$ cat src/rtl/fb_arbiter.sv
// Frame-buffer RAM arbiter: shares a single-port synchronous-read RAM between the host bus and
// the display scan engine, display first, with a starvation limit that forces host progress.
module fb_arbiter #(
    parameter int unsigned ADDR_W     = 11,
    parameter int unsigned DATA_W     = 24,
    parameter int unsigned STARVE_MAX = 8
) (
    input  logic              axi_clk,
    input  logic              axi_rst,
    input  logic              host_req,
    input  logic              host_wr,
    input  logic [ADDR_W-1:0] host_addr,
    input  logic [31:0]       host_wdata,
    output logic              host_ack,
    output logic [31:0]       host_rdata,
    input  logic              disp_req,
    input  logic [ADDR_W-1:0] disp_addr,
    output logic              disp_gnt,
    output logic              disp_valid,
    output logic [DATA_W-1:0] disp_data,
    output logic              ram_en,
    output logic              ram_we,
    output logic [ADDR_W-1:0] ram_addr,
    output logic [DATA_W-1:0] ram_wdata,
    input  logic [DATA_W-1:0] ram_rdata,
    output logic [15:0]       stat_host_stalls
);

    localparam int unsigned CNT_W = $clog2(STARVE_MAX + 2);

    logic              r_host_busy;
    logic [CNT_W-1:0]  r_starve_cnt;
    logic [15:0]       r_stat_host_stalls;

    logic              r_ram_en;
    logic              r_ram_we;
    logic [ADDR_W-1:0] r_ram_addr;
    logic [DATA_W-1:0] r_ram_wdata;
    logic              r_s1_host;
    logic              r_s1_disp;

    logic              r_host_ack;
    logic              r_s2_rd;
    logic              r_disp_valid;
    logic [31:0]       r_host_rdata;
    logic [DATA_W-1:0] r_disp_data;

    logic              w_host_pend;
    logic              w_starved;
    logic              w_disp_win;
    logic              w_host_win;
    logic [31:0]       w_rdata_ext;
    logic              w_unused_wdata;

    // Grant terms are gated by the reset input so nothing is accepted while held in reset.
    assign w_host_pend = host_req & ~r_host_busy;
    assign w_starved   = (r_starve_cnt == CNT_W'(STARVE_MAX));
    assign w_disp_win  = axi_rst & disp_req & ~(w_host_pend & w_starved);
    assign w_host_win  = axi_rst & w_host_pend & (~disp_req | w_starved);
    assign w_rdata_ext = 32'(ram_rdata);
    assign w_unused_wdata = ^host_wdata;

    always_ff @(posedge axi_clk or negedge axi_rst) begin
        if (!axi_rst) begin
            r_host_busy        <= 1'b0;
            r_starve_cnt       <= '0;
            r_stat_host_stalls <= '0;
        end else begin
            if (w_host_win) begin
                r_host_busy <= 1'b1;
            end else if (r_host_ack) begin
                r_host_busy <= 1'b0;
            end

            if (!w_host_pend || w_host_win) begin
                r_starve_cnt <= '0;
            end else if (w_disp_win) begin
                r_starve_cnt <= r_starve_cnt + 1'b1;
            end

            if (w_host_pend && w_disp_win && (r_stat_host_stalls != 16'hFFFF)) begin
                r_stat_host_stalls <= r_stat_host_stalls + 16'd1;
            end
        end
    end

    // Stage 1: drive the RAM with the winner of the previous cycle.
    always_ff @(posedge axi_clk or negedge axi_rst) begin
        if (!axi_rst) begin
            r_ram_en    <= 1'b0;
            r_ram_we    <= 1'b0;
            r_ram_addr  <= '0;
            r_ram_wdata <= '0;
            r_s1_host   <= 1'b0;
            r_s1_disp   <= 1'b0;
        end else begin
            r_ram_en  <= w_disp_win | w_host_win;
            r_s1_host <= w_host_win;
            r_s1_disp <= w_disp_win;
            if (w_host_win) begin
                r_ram_we    <= host_wr;
                r_ram_addr  <= host_addr;
                r_ram_wdata <= host_wdata[DATA_W-1:0];
            end else if (w_disp_win) begin
                r_ram_we   <= 1'b0;
                r_ram_addr <= disp_addr;
            end else begin
                r_ram_we <= 1'b0;
            end
        end
    end

    // Stage 2: response pulses; the hold registers keep the last delivered data between pulses.
    always_ff @(posedge axi_clk or negedge axi_rst) begin
        if (!axi_rst) begin
            r_host_ack   <= 1'b0;
            r_s2_rd      <= 1'b0;
            r_disp_valid <= 1'b0;
            r_host_rdata <= '0;
            r_disp_data  <= '0;
        end else begin
            r_host_ack   <= r_s1_host;
            r_s2_rd      <= r_s1_host & ~r_ram_we;
            r_disp_valid <= r_s1_disp;
            if (r_host_ack && r_s2_rd) begin
                r_host_rdata <= w_rdata_ext;
            end
            if (r_disp_valid) begin
                r_disp_data <= ram_rdata;
            end
        end
    end

    assign disp_gnt         = w_disp_win;
    assign ram_en           = r_ram_en;
    assign ram_we           = r_ram_we;
    assign ram_addr         = r_ram_addr;
    assign ram_wdata        = r_ram_wdata;
    assign host_ack         = r_host_ack;
    assign disp_valid       = r_disp_valid;
    assign stat_host_stalls = r_stat_host_stalls;
    // RAM data arrives in the response cycle, so it is forwarded directly during the pulse.
    assign host_rdata       = (r_host_ack && r_s2_rd) ? w_rdata_ext : r_host_rdata;
    assign disp_data        = r_disp_valid ? ram_rdata : r_disp_data;

endmodule

$ cat config.mk
export PLATFORM = sky130hd
export DESIGN_NAME = fb_arbiter
export DESIGN_NICKNAME = d
export VERILOG_FILES = /design/src/rtl/fb_arbiter.sv
export SDC_FILE = /design/constraint.sdc
export NUM_CORES = 1
export LEC_CHECK = 0
export CORE_UTILIZATION = 41
export CTS_BUF_LIST = sky130_fd_sc_hd__clkbuf_4 sky130_fd_sc_hd__clkbuf_8
export DETAILED_ROUTE_END_ITERATION = 8
export DONT_BUFFER_PORTS = 1
export GPL_TIMING_DRIVEN = 0
export MAX_ROUTING_LAYER = met4
export PLACE_DENSITY = 0.65
export SLEW_MARGIN = 5
export SYNTH_ARGS = -nofsm -noshare
export SYNTH_HDL_FRONTEND = slang
export SYNTH_SLANG_ARGS = --single-unit
$ cat constraint.sdc
create_clock -name axi_clk -period 2.4 [get_ports axi_clk]
set_clock_uncertainty 0.05 [all_clocks]
set_input_delay 0.12 -clock axi_clk [delete_from_list [all_inputs] [get_ports axi_clk]]
set_output_delay 0.12 -clock axi_clk [all_outputs]
set_load 0.02 [all_outputs]
# After elaboration in Yosys (flattened, before gate mapping)
# Index checks and enable logic that the tools add are counted.
dict set report op_classes {
  eq_ne 2
  bitwise 13
  n_reduce_logical 8
  n_addsub 2
  mux 9
}
# op count
set ops {}
lappend ops {{$mux W32} 1}
lappend ops {{$mux W24} 1}
lappend ops {{$mux W11} 2}
lappend ops {{$add A16 B1 Y16 const B} 1}
lappend ops {{$ne A16 B16 Y1 const B} 1}
lappend ops {{$mux W4} 2}
lappend ops {{$and A1 B1 Y1} 7}
lappend ops {{$reduce_bool A2 Y1} 3}
lappend ops {{$add A4 B1 Y4 const B} 1}
lappend ops {{$eq A4 B4 Y1 const B} 1}
lappend ops {{$not A1 Y1} 4}
lappend ops {{$logic_and A1 B1 Y1} 3}
lappend ops {{$mux W1} 3}
lappend ops {{$or A1 B1 Y1} 2}
lappend ops {{$logic_not A1 Y1} 1}
lappend ops {{$logic_or A1 B1 Y1} 1}
dict set report totals {
  regBits 119
}

# Longest topological paths before layout
# Gate-level depths: netlist of run 1.
dict set report logic_depth {
  depth_word 7
  ltp_mapped 8
}

# Worst setup path after synthesis of run 1
# No wires, ideal clock.
dict set report synth_path {
  kind {flip-flop to flip-flop}
  from {reg r_stat_host_stalls[0], in the netlist stat_host_stalls[0]}
  to {reg r_stat_host_stalls[1], in the netlist stat_host_stalls[1]}
  path_slack_ns 0.601
  path_buffers 0
  t_required_ns 2.225
  synth_period_minus_slack_ns 1.799
  path_stages_with_launch 6
  arrival_time_ns 1.624
  cell_sequence {dfrtp_1 ha_1 nand3_1 nor4_4 nor2_2 mux2_4}
}
dict set report synth_between {
  elab_chain_cells 2
}
# element line
set synth_rtl {}
lappend synth_rtl {{start, declared} 33} ;# logic [15:0] r_stat_host_stalls;
lappend synth_rtl {{start signal, assigned} 82} ;# r_stat_host_stalls <= r_stat_host_stalls + 16'd1;
lappend synth_rtl {{branches (longest 2 deep; another with $add A16 B1 Y16)} -}
# Several ways; the timed one is not identified.
# A chain may end at the register's enable or synchronous reset.

# Worst setup path after layout of run 1
dict set report layout_path {
  from {reg r_starve_cnt[0]}
  to {reg r_stat_host_stalls[13], in the netlist stat_host_stalls[13]}
}
dict set report layout_between {
  elab_chain_cells 6
}
# element line
set layout_rtl {}
lappend layout_rtl {{start, declared} 32} ;# logic [CNT_W-1:0] r_starve_cnt;
lappend layout_rtl {{start signal, assigned} 78} ;# r_starve_cnt <= r_starve_cnt + 1'b1;
lappend layout_rtl {{$eq A4 B4 Y1} 57} ;# assign w_starved = (r_starve_cnt == CNT_W'(STARVE_MAX));
lappend layout_rtl {{$and A1 B1 Y1} 58} ;# assign w_disp_win = axi_rst & disp_req & ~(w_host_pend & w_starved);
lappend layout_rtl {{$not A1 Y1} 58}
lappend layout_rtl {{$and A1 B1 Y1} 58}
lappend layout_rtl {{$logic_and A1 B1 Y1 (2 in a row)} 81} ;# if (w_host_pend && w_disp_win && (r_stat_host_stalls != 16'hFFFF)) begin
# No other way between the ends.

==> run_results.csv, run 1 <==
group,metric,value,unit
run_status,outcome,"finished, violations left",
run_status,violations,"hold timing",
timing,slew_viol_final,0,
finish,area_growth,31.5,%
synth,ys_seq_elements,119,
clocking,cts.sinks,119,
setup_path,ff2ff_path_depth,8,
synth,yosys_warnings,0,
die,pin_count,195,
die,start_util,42.5,%
finish,final_cell_mix,"dfrtp_1 (116), dlygate4sd3_1 (81), mux2_2 (73), clkbuf_8 (20), inv_1 (16)",
synth,yosys.area.top_type,"dfrtp_1",
drt,firstDrtPassIters,5,
power_and_ir_drop,irDropWorstVdd,0.582,mV
drt,wl,10500,µm
setup_path,start_kind,"flip-flop",
grt,grtUsageTotal,18.9,%
placed_design,post-place-ws,0.318,ns
clocking,post_cts_buffers,0,
grt,grt_pass1_vias,3121,
placed_design,dp_hpwl,6560,µm
clocking,cts_max_path_buffers,2,
die,placementRows,38,
placed_design,gp_congestion,0.767,
synth,synthArstFlopShare,100,%
timing,layout_setup_ws,0.138,ns
grt,overflow,0,
synth,synthTopCellsByArea,"dfrtp_1 (64%), mux2_2 (18%), a222oi_1 (2.4%)",
timing,grt_setup_unrepaired,"false",
power_and_ir_drop,p_leak,2.72,nW
grt,grt_max_degree,125,
setup_path,critical_path_class,"reg2reg",
job,max-cap-violations,0,
drt,drtIter0Drc,163,
timing,setup-tns-final,0,ns
drt,drcViolationCount,0,
synth,synth-seq-area-share,64.4,%
setup_path,worstReg2RegStart,"r_starve_cnt[0]",
die,die_w,108,µm
clocking,clk_pin_slew,0.07,ns
synth,ys_types,37,
synth,syn_inst,314,
synth,syn_area,0.00462,mm²
drt,num_vias,2944,
finish,mostFrequentLayoutCell,"dfrtp_1",
timing,setup_viol,0,
die,core_area,0.0109,mm²
finish,layout-drive-gt1-share,28.8,%
clocking,ctsHoldBuffers,81,
synth,syn_nets,400,
hold_path,hold_class,"in2async",
timing,max_slew_margin,61.9,%
timing,hold_slack,-0.640,ns
drt,postRouteAntennaNets,0,
die,die_h,108,µm
clocking,cts-root-buf,"clkbuf_8",
clocking,cts_inserted_buffers,17,
synth,synthFlopType,"dfrtp_1",
clocking,clk_latency,0.41,ns
finish,stdcell_count,567,
clocking,tritoncts,"built",
timing,fmax,442,MHz
setup_path,cp_max_fo,5,
timing,finalHoldViolations,119,
drt,routedWlPerCell,18.5,µm
drt,viasPerCell,5.19,
finish,diodes,0,
clocking,htree_levels,4,
synth,yosysTopAreaCellShare,64.4,%
power_and_ir_drop,powerDensity,1020,mW/mm²
placed_design,place_inst,454,
setup_path,crit_path_start,"r_starve_cnt[0]",
timing,fin_crit_sh,94.3,%
setup_path,end_kind,"flip-flop",
setup_path,cp.arrival,2.50,ns
finish,layout.nets,500,
grt,grt_pass1_wl,16000,µm
timing,tightestPinTransition,0.571,ns
grt,antenna_found_initial,0,
setup_path,cp.required,2.64,ns
placed_design,portBuffers,0,
timing,min_period,2.26,ns
die,die_area,0.0117,mm²
synth,synth-edff-count,0,
synth,avgSynthCellArea,14.7,µm²
state kept, by name, summed over array words and instances, names as in the netlist:
signal and count:
disp_valid 1, r_host_rdata 32, ram_wdata 24, ram_addr 11, stat_host_stalls 16, ram_en 1
r_disp_data 24, r_s1_host 1, r_s2_rd 1, r_starve_cnt 4, r_host_busy 1, host_ack 1
r_s1_disp 1, ram_we 1
final timing paths:
check / end / slack, ns
max: stat_host_stalls[13] / 0.14
min: r_disp_data[19] / -0.64
min in group axi_clk: stat_host_stalls[7] / 0.11
max in group asynchronous: stat_host_stalls[13] / 2.76
min reg2reg: host_ack / 0.32
max reg2reg: stat_host_stalls[13] / 0.14
power by group:
part / leakage, nW / total (mW) / internal (mW) / switching [mW]
Combinational: 1.04 / 1.06 / 0.508 / 0.551
Clock: 0.214 / 2.00 / 1.23 / 0.778
Sequential: 1.47 / 3.11 / 2.46 / 0.649
stage by stage:
stage	total power [mW]	util [%]	instance area [µm²]
floorplan	3.81	-	4620
global placement	3.97	44.1	4800
detailed placement	4.02	44.1	4800
CTS	6.20	55.7	6060
global route	6.46	55.8	6080
finish	6.17	55.8	6080
critical path, stage by stage (launching register included):
cell and delay [ns]:
dfrtp_1 0.41, inv_1 0.06, ha_1 0.20, nand3b_2 0.14
nand4_4 0.17, nor3_4 0.33, nand2_1 0.11, xnor2_1 0.13
dlygate4sd3_1 0.55
kinds of logic after synthesis:
logic type | count (synthesis) | synth area share, %
and+or+nand+nor | 54 | 7.55
buffers and inverters | 28 | 2.63
DFF | 119 | 64.4
xor gates and xnor gates | 14 | 2.65
AOI/OAI and AO/OA | 22 | 3.82
muxes | 74 | 18.1
adders and majority gates | 3 | 0.812
synth_stat cells, drive strengths merged (3+ instances only):
library cell and n:
clkbuf 6, nand3 7, nand2 11, o21ai 4
buf 6, inv 16, nor3 3, nor2 4
and2 10, nand4 8, xor2 5, nor2b 3
mux2 74, and3 3, a222oi 11, dfrtp 119
ha 3, xnor2 9, a21oi 3
final cells by class:
class	instances	area [µm²]
fill	914	4810
multi-input combinational	167	1530
clock inverter	11	171
clock buffer	21	283
timing repair buffer	81	811
buffer	12	65.1
tap	140	175
inverter	16	60.1
sequential	119	2980
routing by layer:
metal | vias to the layer above | track usage, % | wire, µm
met5 | - | - | 0
met4 | 0 | 7.83 | 191
met3 | 15 | 7.05 | 1010
met2 | 162 | 30.4 | 5230
met1 | 1459 | 21.2 | 4050
li1 | 1308 | - | -
timing repair:
item | in CTS | in global routing
endpoints found under the setup margin | 20 | 6
hold endpoints to repair | 208 | 119
resized for setup | 2 | 6
pin swaps | 0 | 1
No activity file was read; power rests on OpenSTA's default activity.
==> inputs of run 2 (changes only) <==
ABC_AREA = 1   (was default)
==> run 2 against run 1 <==
Against the previous run:
- the flow still finishes with violations (hold timing)
- largest power group unchanged
- highest routed layer unchanged
- sequential power is 31% lower
- first-iteration DRC count is 50% higher
- via count is 37% higher
- clock power is 15% lower
- final cell count is 43% higher
- worst setup slack better by 0.014 ns
- fmax is 0.63% higher
- combinational power is 66% lower
- clock-buffer cell count is 2 higher
- critical path type is now reg2out
==> run_results.csv, run 2 <==
group,metric,value,unit
run_status,outcome,"finished, violations left",
run_status,violations,"hold timing",
power_and_ir_drop,powerDensity,668,mW/mm²
timing,setup_viol,0,
die,pin_count,195,
clocking,post_cts_buffers,0,
die,placementRows,40,
finish,final_cell_mix,"nand2_1 (248), dfrtp_1 (119), dlygate4sd3_1 (74), inv_1 (43), nor2_1 (41)",
synth,synth.most_common_cell,"nand2_1",
finish,top_register,"r_host_rdata",
timing,setup-tns-final,0,ns
synth,avgSynthCellArea,9.02,µm²
finish,fin_util,52.8,%
grt,grt_pass1_vias,4043,
drt,wl,12500,µm
die,die_area,0.0127,mm²
hold_path,hold_class,"in2async",
finish,stdcell_count,811,
synth,synth-seq-area-share,59.0,%
timing,fin_crit_sh,93.7,%
die,die_w,113,µm
placed_design,dp_hpwl,7980,µm
synth,syn_inst,559,
finish,nFillCells,1062,
placed_design,gp_congestion,0.812,
die,core_area,0.0120,mm²
die,die_h,113,µm
setup_path,start_kind,"flip-flop",
drt,num_vias,4026,
drt,drcViolationCount,0,
synth,yosys.area.top_type,"dfrtp_1",
drt,firstDrtPassIters,4,
synth,synthTopCellsByArea,"dfrtp_1 (59%), nand2_1 (18%), mux2_2 (5.4%)",
setup_path,critical_path_class,"reg2out",
grt,overflow,0,
power_and_ir_drop,p_leak,3.12,nW
timing,fmax,445,MHz
finish,mostFrequentLayoutCell,"nand2_1",
grt,antenna_found_initial,0,
finish,fin_area,0.00634,mm²
grt,grt_max_degree,123,
finish,diodes,0,
power_and_ir_drop,p_total,4.24,mW
synth,synth-edff-count,0,
clocking,cts_inserted_buffers,17,
drt,highest_layer,"met4",
drt,met1_length,4980,µm
clocking,cts-root-buf,"clkbuf_8",
power_and_ir_drop,irDropWorstVdd,0.542,mV
drt,routedWlPerCell,15.5,µm
finish,layout.nets,738,
finish,area_growth,25.8,%
clocking,htree_levels,4,
synth,ys_types,24,
synth,synthArstFlopShare,100,%
timing,hold_slack,-0.670,ns
clocking,tritoncts,"built",
placed_design,place_inst,706,
finish,multiInputGateArea,0.00180,mm²
timing,grt_setup_unrepaired,"true",
job,max-cap-violations,0,
setup_path,cp.required,2.23,ns
timing,min_period,2.25,ns
setup_path,cp_max_fo,10,
synth,syn_nets,645,
die,start_util,42.0,%
placed_design,place_area,0.00523,mm²
finish,largest_reg_flops,32,
grt,grt_pass1_wl,20000,µm
clocking,cts_max_path_buffers,2,
synth,synth_common_cells,"nand2_1 (248), dfrtp_1 (119), inv_1 (43)",
drt,drtIter0Drc,245,
placed_design,post-place-ws,0.514,ns
synth,yosysTopAreaCellShare,59.0,%
drt,viasPerCell,4.96,
clocking,clk_latency,0.43,ns
timing,layout_setup_ws,0.152,ns
synth,ys_seq_elements,119,
grt,grtUsageTotal,21.1,%
timing,tightestPinTransition,0.657,ns
placed_design,portBuffers,0,
finish,layout-drive-gt1-share,12.7,%
timing,max_slew_margin,56.2,%
synth,synthFlopType,"dfrtp_1",
finish,regArea,0.00298,mm²
timing,finalHoldViolations,119,
drt,postRouteAntennaNets,0,
setup_path,cp.arrival,2.08,ns
clocking,clk_pin_slew,0.07,ns
timing,slew_viol_final,0,
synth,yosys_warnings,0,
clocking,ctsHoldBuffers,74,
drt,met3_length,927,µm
clocking,cts.sinks,119,
setup_path,end_kind,"primary output",
synth,syn_area,0.00504,mm²
drt,met2WireLength,6360,µm
## run 2: worst max-delay path, stage by stage (launching register included)
cell and delay (ns):
dfrtp_1 0.52, nand2_1 0.23, inv_1 0.17, clkbuf_1 0.38
nand2_1 0.12, nand2_1 0.23
## run 2: timing repair
item / in CTS / in global routing
endpoints found under the setup margin: 0 / 20
hold endpoints to repair: 214 / 119
resized for setup: 0 / 1
## run 2: layout make-up
type | count | share of cell area, %
sequential | 119 | 46.9
clock buffer | 23 | 4.79
tap | 147 | 2.90
multi-input combinational | 377 | 28.4
buffer | 18 | 1.50
inverter | 45 | 2.66
clock inverter | 8 | 1.14
timing repair buffer | 74 | 11.7
## run 2: metal layers
| metal | up-vias | GRT usage [%] |
|---|---|---|
| met5 | - | - |
| met4 | 0 | 10.1 |
| met3 | 27 | 6.96 |
| met2 | 157 | 35.4 |
| met1 | 1934 | 22.5 |
| li1 | 1908 | - |
## run 2: power by group
group,internal (mW),switching (mW)
Clock,0.937,0.777
Sequential,2.09,0.0713
Combinational,0.169,0.191
## run 2: logic make-up (layout without fill, tap and decap cells)
logic type | Yosys count | after routing | share of synthesized area (%)
adders and majority gates | 3 | 3 | 0.744
buffers and inverters | 63 | 168 | 5.23
AOI/OAI and AO/OA | 18 | 18 | 1.94
DFF | 119 | 119 | 59.0
xor gates and xnor gates | 8 | 8 | 1.39
muxes | 24 | 24 | 5.36
and+or+nand+nor | 324 | 324 | 26.3
## run 2: final timing paths
path                                 start                   to  slack (ns)  depth (start not counted)
max                               host_ack       host_rdata[12]        0.15                          5
min                                axi_rst        ram_wdata[14]       -0.67                          0
max reg2reg                r_starve_cnt[0]          ram_addr[9]        0.21                         10
min reg2reg                      r_s1_disp           disp_valid        0.33                          0
max in group asynchronous          axi_rst          ram_addr[9]        2.79                          0
min in group axi_clk              host_req  stat_host_stalls[9]        0.08                          6
==> inputs of run 3 (changes only) <==
--- a/constraint.sdc
+++ b/constraint.sdc
@@ -3,3 +3,3 @@
 set_input_delay 0.12 -clock axi_clk [delete_from_list [all_inputs] [get_ports axi_clk]]
 set_output_delay 0.12 -clock axi_clk [all_outputs]
-set_load 0.02 [all_outputs]
+set_load 0.01 [all_outputs]
==> run 3 against run 2 <==
Against the previous run:
- the flow still finishes with violations (hold timing)
- worst hold slack got worse by 0.0050 ns
- clock power about the same
- sequential cell count unchanged
- register-to-register slack about the same
- worst setup slack better by 0.057 ns
- sequential power hardly changed
- non-clock buffer count is 1 higher
- combinational power decreased by 13%
- sequential share of layout area fell by 0.074 points
- power decreased by 1.4%
==> run_results.csv, run 3 (same netlist as run 2, synthesis figures left out) <==
group,metric,value,unit
run_status,outcome,"finished, violations left",
run_status,violations,"hold timing",
grt,grtUsageTotal,21.2,%
power_and_ir_drop,p_total,4.18,mW
grt,grtUsageMet3,6.91,%
clocking,cts.sinks,119,
setup_path,cp.required,2.72,ns
clocking,cts-root-buf,"clkbuf_8",
setup_path,end_kind,"flip-flop",
clocking,tritoncts,"built",
setup_path,cp_max_fo,10,
timing,fin_crit_sh,91.3,%
grt,use_met2,35.6,%
clocking,cts_resized,0,
setup_path,r2r_setup_slack,0.21,ns
setup_path,cp.arrival,2.51,ns
timing,fmax,456,MHz
setup_path,ff2ff_path_depth,10,
power_and_ir_drop,power.share.sequential,51.3,%
timing,slew_viol_final,0,
timing,grt_setup_unrepaired,"false",
grt,antenna_found_initial,0,
finish,mostFrequentLayoutCell,"nand2_1",
finish,fin_area,0.00635,mm²
power_and_ir_drop,pwr-share-clk,41.2,%
setup_path,critical_path_class,"reg2reg",
setup_path,max_stage_delay,0.60,ns
grt,grt_max_degree,123,
die,core_area,0.0120,mm²
drt,firstDrtPassIters,5,
placed_design,gp_congestion,0.812,
timing,finalHoldViolations,119,
placed_design,place_area,0.00523,mm²
die,die_area,0.0127,mm²
die,pin_count,195,
die,die_h,113,µm
power_and_ir_drop,combPwrFrac,7.5,%
timing,layout_setup_ws,0.209,ns
power_and_ir_drop,irDropWorstVdd,0.544,mV
clocking,ctsHoldBuffers,75,
finish,fin_util,52.9,%
power_and_ir_drop,p_sw_share,23.5,%
drt,postRouteAntennaNets,0,
finish,layout.nets,739,
drt,num_vias,4056,
clocking,cts_inserted_buffers,17,
placed_design,portBuffers,0,
timing,hold_slack,-0.675,ns
job,max-cap-violations,0,
setup_path,worstReg2RegStart,"r_starve_cnt[0]",
timing,setup-tns-final,0,ns
grt,grt-busiest-layer,"met2",
power_and_ir_drop,p_leak,3.13,nW
placed_design,dp_hpwl,7980,µm
die,start_util,42.0,%
timing,max_slew_margin,56.4,%
finish,top_register,"r_host_rdata",
finish,largest_reg_flops,32,
finish,layout-drive-gt1-share,12.6,%
timing,min_period,2.19,ns
finish,diodes,0,
grt,grt_pass1_wl,20200,µm
drt,wl,12600,µm
clocking,clk_latency,0.44,ns
setup_path,cp_slowest_cell,"dlygate4sd3_1",
grt,grt_pass1_vias,4045,
finish,area_growth,26.0,%
drt,viasPerCell,5.00,
power_and_ir_drop,p_int,3.20,mW
placed_design,post-place-ws,0.571,ns
die,placementRows,40,
setup_path,rr_endpoint,"ram_addr[9]",
hold_path,hold_class,"in2async",
grt,overflow,0,
die,die_w,113,µm
timing,tightestPinTransition,0.654,ns
drt,drtIter0Drc,295,
finish,final_cell_mix,"nand2_1 (248), dfrtp_1 (119), dlygate4sd3_1 (75), inv_1 (43), nor2_1 (41)",
clocking,post_cts_buffers,0,
setup_path,start_kind,"flip-flop",
setup_path,crit_chain,"inv_1, ha_1, nand3_2, nand2_2, nand2_2, buf_2, nand2_1, nand2_1, o21ai_0, dlygate4sd3_1",
drt,routedWlPerCell,15.6,µm
drt,drcViolationCount,0,
timing,setup_viol,0,
clocking,clk_pin_slew,0.07,ns
power_and_ir_drop,powerDensity,657,mW/mm²
grt,grt_use_met1,22.9,%
power_and_ir_drop,p_switching,0.980,mW
placed_design,place_inst,706,
clocking,htree_levels,4,
clocking,cts_max_path_buffers,2,
finish,stdcell_count,812,
[run 3: cell count changes in the layout (fill, tap and decap cells not counted), sizes merged]
| cell | change |
|---|---|
| buf | -1 |
| clkbuf | +1 |
| dlygate4sd3 | +1 |
[run 3: cell type report]
| type | count | area [µm²] |
|---|---|---|
| buffer | 18 | 95.1 |
| clock buffer | 23 | 304 |
| clock inverter | 8 | 72.6 |
| fill | 1067 | 5660 |
| inverter | 45 | 169 |
| multi-input combinational | 377 | 1800 |
| sequential | 119 | 2980 |
| tap | 147 | 184 |
| timing repair buffer | 75 | 751 |
[run 3: worst max path at each step]
stage / from / end / cells after the start
after floorplan: stat_host_stalls[0] / stat_host_stalls[13] / 6
after global placement: stat_host_stalls[0] / stat_host_stalls[14] / 6
final: r_starve_cnt[0] / ram_addr[9] / 10
after global routing: r_starve_cnt[0] / ram_addr[9] / 10
after detailed placement: stat_host_stalls[0] / stat_host_stalls[14] / 6
after CTS: host_ack / host_rdata[12] / 5
[run 3: power groups by stage]
| stage | clock (mW) | sequential (mW) | combinational (mW) |
|---|---|---|---|
| after floorplan | 0 | 2.16 | 0.152 |
| after global placement | 0 | 2.17 | 0.174 |
| after detailed placement | 0 | 2.17 | 0.179 |
| after CTS | 1.77 | 2.14 | 0.303 |
| after global routing | 1.85 | 2.15 | 0.336 |
| final | 1.72 | 2.14 | 0.313 |
[run 3: worst max-delay path, delay by kind of cell (launching register included)]
kind                     cells  cell delay (ns)
adder cells (fa/ha/maj)      1             0.17
AO/OA/AOI/OAI                1             0.17
flip-flops                   1             0.41
AND/OR/NAND/NOR              5             0.44
buffers and inverters        3             0.89
[run 3: layer usage]
layer,vias to the layer above,part of all wire [%]
met5,-,0
met4,0,2.5
met3,32,7.3
met2,175,50
met1,1940,40
li1,1909,-
